File: src/rtl/pipe_hazard_ctrl.sv
// rtl/pipe_hazard_ctrl.sv - pipeline sequencer: stage enables/flushes, load-use, branch redirect, dmem handshake
module pipe_hazard_ctrl #(
    parameter int TIMEOUT = 16,
    parameter int CNTW    = 32
) (
    input  logic            clk,
    input  logic            rst,
    input  logic [4:0]      id_rs1,
    input  logic [4:0]      id_rs2,
    input  logic            ex_memRead,
    input  logic [4:0]      ex_wa,
    input  logic            mem_branch,
    input  logic            mem_zero,
    input  logic            mem_memRead,
    input  logic            mem_memWrite,
    input  logic            dmem_ack,
    output logic            pc_en,
    output logic            ifid_en,
    output logic            idex_en,
    output logic            exmem_en,
    output logic            memwb_en,
    output logic            ifid_flush,
    output logic            idex_flush,
    output logic            exmem_flush,
    output logic            pc_sel,
    output logic            dmem_req,
    output logic            timeout_err,
    output logic [CNTW-1:0] stall_cnt
);
    localparam int WW = $clog2(TIMEOUT + 1);
    localparam logic [WW-1:0] W_LAST = WW'(TIMEOUT - 1);

    typedef enum logic [1:0] {RUN, MEM_WAIT, ERR} state_t;

    state_t          state_q, state_d;
    logic [WW-1:0]   w_q, w_d;
    logic            timeout_err_q, timeout_err_d;
    logic [CNTW-1:0] stall_cnt_q, stall_cnt_d;

    logic acc, load_use, br_taken, mem_stall;

    always_comb begin
        acc       = mem_memRead | mem_memWrite;
        load_use  = ex_memRead && (ex_wa != 5'd0) && ((ex_wa == id_rs1) || (ex_wa == id_rs2));
        br_taken  = mem_branch & mem_zero;
        mem_stall = ((state_q == RUN) && acc && !dmem_ack) || ((state_q == MEM_WAIT) && !dmem_ack);
    end

    always_comb begin
        state_d = state_q;
        w_d     = w_q;
        case (state_q)
            RUN: begin
                if (acc && !dmem_ack) begin
                    state_d = MEM_WAIT;
                    w_d     = '0;
                end
            end
            MEM_WAIT: begin
                if (dmem_ack) begin
                    state_d = RUN;
                    w_d     = '0;
                end else if (w_q == W_LAST) begin
                    state_d = ERR;
                end else begin
                    w_d = w_q + 1'b1;
                end
            end
            ERR:     state_d = ERR;
            default: state_d = RUN;
        endcase
    end

    // Outputs are gated by rst so they fall the instant reset is asserted.
    always_comb begin
        pc_en       = 1'b0;
        ifid_en     = 1'b0;
        idex_en     = 1'b0;
        exmem_en    = 1'b0;
        memwb_en    = 1'b0;
        ifid_flush  = 1'b0;
        idex_flush  = 1'b0;
        exmem_flush = 1'b0;
        pc_sel      = 1'b0;
        dmem_req    = rst && (((state_q == RUN) && acc) || (state_q == MEM_WAIT));
        if (rst && (state_q != ERR) && !mem_stall) begin
            idex_en  = 1'b1;
            exmem_en = 1'b1;
            memwb_en = 1'b1;
            if (br_taken) begin
                pc_en       = 1'b1;
                ifid_en     = 1'b1;
                pc_sel      = 1'b1;
                ifid_flush  = 1'b1;
                idex_flush  = 1'b1;
                exmem_flush = 1'b1;
            end else if (load_use) begin
                idex_flush = 1'b1;
            end else begin
                pc_en   = 1'b1;
                ifid_en = 1'b1;
            end
        end
    end

    always_comb begin
        timeout_err_d = timeout_err_q | (state_d == ERR);
        stall_cnt_d   = stall_cnt_q;
        if (!pc_en && (stall_cnt_q != {CNTW{1'b1}})) begin
            stall_cnt_d = stall_cnt_q + 1'b1;
        end
    end

    always_ff @(posedge clk or negedge rst) begin
        if (!rst) begin
            state_q       <= RUN;
            w_q           <= '0;
            timeout_err_q <= 1'b0;
            stall_cnt_q   <= '0;
        end else begin
            state_q       <= state_d;
            w_q           <= w_d;
            timeout_err_q <= timeout_err_d;
            stall_cnt_q   <= stall_cnt_d;
        end
    end

    assign timeout_err = timeout_err_q;
    assign stall_cnt   = stall_cnt_q;
endmodule

File: config.mk
export PLATFORM = sky130hd
export DESIGN_NAME = pipe_hazard_ctrl
export DESIGN_NICKNAME = d
export VERILOG_FILES = /design/src/rtl/pipe_hazard_ctrl.sv
export SDC_FILE = /design/constraint.sdc
export NUM_CORES = 1
export LEC_CHECK = 0
export CELL_PAD_IN_SITES_DETAIL_PLACEMENT = 1
export CELL_PAD_IN_SITES_GLOBAL_PLACEMENT = 1
export CORE_UTILIZATION = 35
export CTS_BUF_LIST = sky130_fd_sc_hd__clkbuf_16
export DETAILED_ROUTE_END_ITERATION = 10
export GPL_TIMING_DRIVEN = 1
export PLACE_DENSITY = 0.81
export SLEW_MARGIN = 20
export SYNTH_ARGS = -nofsm -noshare
export SYNTH_HDL_FRONTEND = slang
export SYNTH_SLANG_ARGS = --single-unit
File: constraint.sdc
create_clock -name clk -period 2.65 [get_ports clk]
set_clock_uncertainty 0.1 [all_clocks]
set_input_delay 0.53 -clock clk [delete_from_list [all_inputs] [get_ports clk]]
set_output_delay 0.53 -clock clk [all_outputs]
set_load 0.01 [all_outputs]
==> out/metrics.csv, run 1 <==
metric;value;unit
rows;29;
worstPathMaxFanout;7;
worstPathArrival;2660;ps
status;finished clean;
clk_pin_slew;60;ps
irDropWorstVdd;0.000622;V
met3WireLength;327;um
power_density;785;mW/mm2
port_buffers;65;
finalCritPeriodShare;0.965;
rsz0062_at_grt;yes;
async_flop_share;1.00;
maxCapViolations;0;
synth_edf_count;0;
hold_viol_final;0;
highest_layer;met4;
ys_seq_elements;40;
fin_crit;2560;ps
layout_setup_ws;92.6;ps
cts_tree;yes;
clk_latency;280;ps
core_area;0.00635;mm2
initial_core_util;0.361;
hold_path_class;input pin to async pin;
die_w;82.9;um
crit_start;ex_wa[1];
syn_nets;251;
cts_made_buffers;5;
final_nets;344;
synth.most_common_cell;dfrtp_1;
dpl.hpwl;4530;um
ys_seq_area_frac;0.437;
drt-wirelength-per-cell;17.3;um
ff2ff_setup_slack;170;ps
gp_congestion;0.838;
max_freq;391;MHz
first_pass_iters;4;
areaGrowthSynthToFinish;54.1;%
worst_r2r_path_depth;11;
slew_viol_final;0;
crit_required;2750;ps
postRouteAntennaNets;0;
r2r-end;stall_cnt[31]$_DFFE_PN0P_;
drt_wl_total;6850;um
dp.cells;375;
numClockSinks;40;
ys.warnings.count;0;
die_h;82.9;um
grt_max_degree;38;
synth.top_cell.area_share;0.437;
drive_above_1_share;0.223;
finalSetupViolCount;0;
yosysUniqueCellTypes;40;
crit_path_end_kind;register;
dr.first_iter.drc_count;109;
setup.worst_path.class;input pin to register;
gr-total-overflow;0;
netlist_area;0.00229;mm2
io_pins;66;
synthCells;225;
slew_headroom;0.675;
reg2reg_from;state_q[0]$_DFF_PN0_;
tightest_slew;487;ps
antenna_found_initial;0;
grt_pass1_wl;11000;um
finalInstanceArea;0.00353;mm2
cts.path.max_buffers;2;
grt_usage;0.199;
first_global_vias;2202;
vias_per_cell;5.18;
die_area;0.00688;mm2
yosys-top-cells-count;dfrtp_1 (40), xor2_1 (31), nand2_1 (23), nor2_1 (19), nand3_1 (18);
clockRootBuffer;clkbuf_16;
yosys.area.top_type;dfrtp_1;
start_kind;input pin;
wl_met2;3600;um
ys.flop_type;dfrtp_1;
ys_top_cells_by_area;dfrtp_1 (44%), xor2_1 (12%), nand3_1 (3.9%), nand2_1 (3.8%), nor2_1 (3.1%);
vias;2058;
place_area;0.00312;mm2
synth.avg_cell_area;10.2;um2
p_leak;1.60;nW
dpl_worst_slack;-476;ps
drc_errors;0;
met1_length;2860;um
cts_max_level;2;
fin_cells;397;
## worst max-delay path by stage
stage                                endpoint  slack [ps]  cells past startpoint
finish              stall_cnt[31]$_DFFE_PN0P_          90                     10
detailed placement                 idex_flush        -480                      8
global route        stall_cnt[22]$_DFFE_PN0P_          -5                     10
global placement                        pc_en        -440                      6
floorplan            stall_cnt[1]$_DFFE_PN0P_         240                      9
CTS                               exmem_flush        -140                      6
## area by class of cell
cell class | count | area [um2]
multi-input combinational | 166 | 1270
clock inverter | 3 | 37.5
sequential | 40 | 1000
antenna | 1 | 2.50
clock buffer | 5 | 125
inverter | 8 | 30.0
timing repair buffer | 97 | 965
tap | 77 | 96.3
fill | 692 | 2820
## critical path, stage by stage
cell	delay, ps
dlygate4sd2_1	250
buf_4	140
xor2_1	150
nor3_2	210
o221ai_2	160
a221o_2	480
buf_12	170
buf_4	140
nor4_4	250
xor2_1	170
## timing repair
action,CTS,global route
pin swaps,10,20
gates cloned,2,0
resized for setup,26,33
endpoints found under the setup margin,23,37
buffers inserted,4,7
hold endpoints to repair,3,0
hold buffers,1,0
## power by group
group | leakage, nW | switching (mW) | internal (mW)
Sequential | 0.443 | 0.232 | 0.777
Clock | 0.0789 | 0.235 | 0.438
Combinational | 1.08 | 0.528 | 0.563
Total | 1.60 | 0.995 | 1.78
## logic make-up (layout without fill, tap and decap cells)
| group | after synthesis | after routing | share of synthesized area |
|---|---|---|---|
| AOI/OAI and AO/OA | 16 | 16 | 0.0475 |
| xor gates and xnor gates | 38 | 38 | 0.145 |
| adders and majority gates | 3 | 3 | 0.0164 |
| buffers and inverters | 19 | 113 | 0.0491 |
| DFF | 40 | 40 | 0.437 |
| muxes | 5 | 5 | 0.0240 |
| other | 0 | 1 | 0 |
| and+or+nand+nor | 104 | 104 | 0.281 |
## sequential cells by signal, summed over array words and instances (netlist names)
signal	cells
w_q	5
state_q	2
stall_cnt	32
timeout_err	1
## cells in the final DEF, fill, tap and decap left out, drive strengths merged, types with 2 or more instances in the layout
cell type / n
a21oi: 4
and2: 2
and3: 4
and4: 2
buf: 34
clkbuf: 7
clkdlybuf4s15: 2
clkdlybuf4s50: 40
clkinv: 2
dfrtp: 40
dlygate4sd2: 3
dlymetal6s2s: 15
ha: 3
inv: 8
mux2: 4
nand2: 23
nand2b: 3
nand3: 18
nand4: 7
nor2: 19
nor3: 12
nor4: 7
o21ai: 5
or2: 2
xnor2: 7
xor2: 31
## stage by stage
step                power [mW]   util  hold slack, ps  TNS, ps
floorplan                 1.49      -             134        0
global placement          2.00  0.491             247    -9090
detailed placement        2.03  0.491             252   -11000
CTS                       2.77  0.536             285     -681
global route              2.92  0.556             343    -4.91
finish                    2.77  0.556             294        0
## layer usage
layer,GRT usage,vias up
li1,-,958
met1,0.240,1034
met2,0.358,59
met3,0.0368,7
met4,0.0627,0
met5,0,-
Power figures use the tool's default switching activity.
==> run 2, diff against run 1 <==
--- a/config.mk
+++ b/config.mk
@@ -5,6 +5,7 @@
 export SDC_FILE = /design/constraint.sdc
 export NUM_CORES = 1
 export LEC_CHECK = 0
+export CAP_MARGIN = 20
 export CELL_PAD_IN_SITES_DETAIL_PLACEMENT = 1
 export CELL_PAD_IN_SITES_GLOBAL_PLACEMENT = 1
 export CORE_UTILIZATION = 35
==> results of run 2 <==
The final DEF is identical to that of run 1; final timing and power are the same.
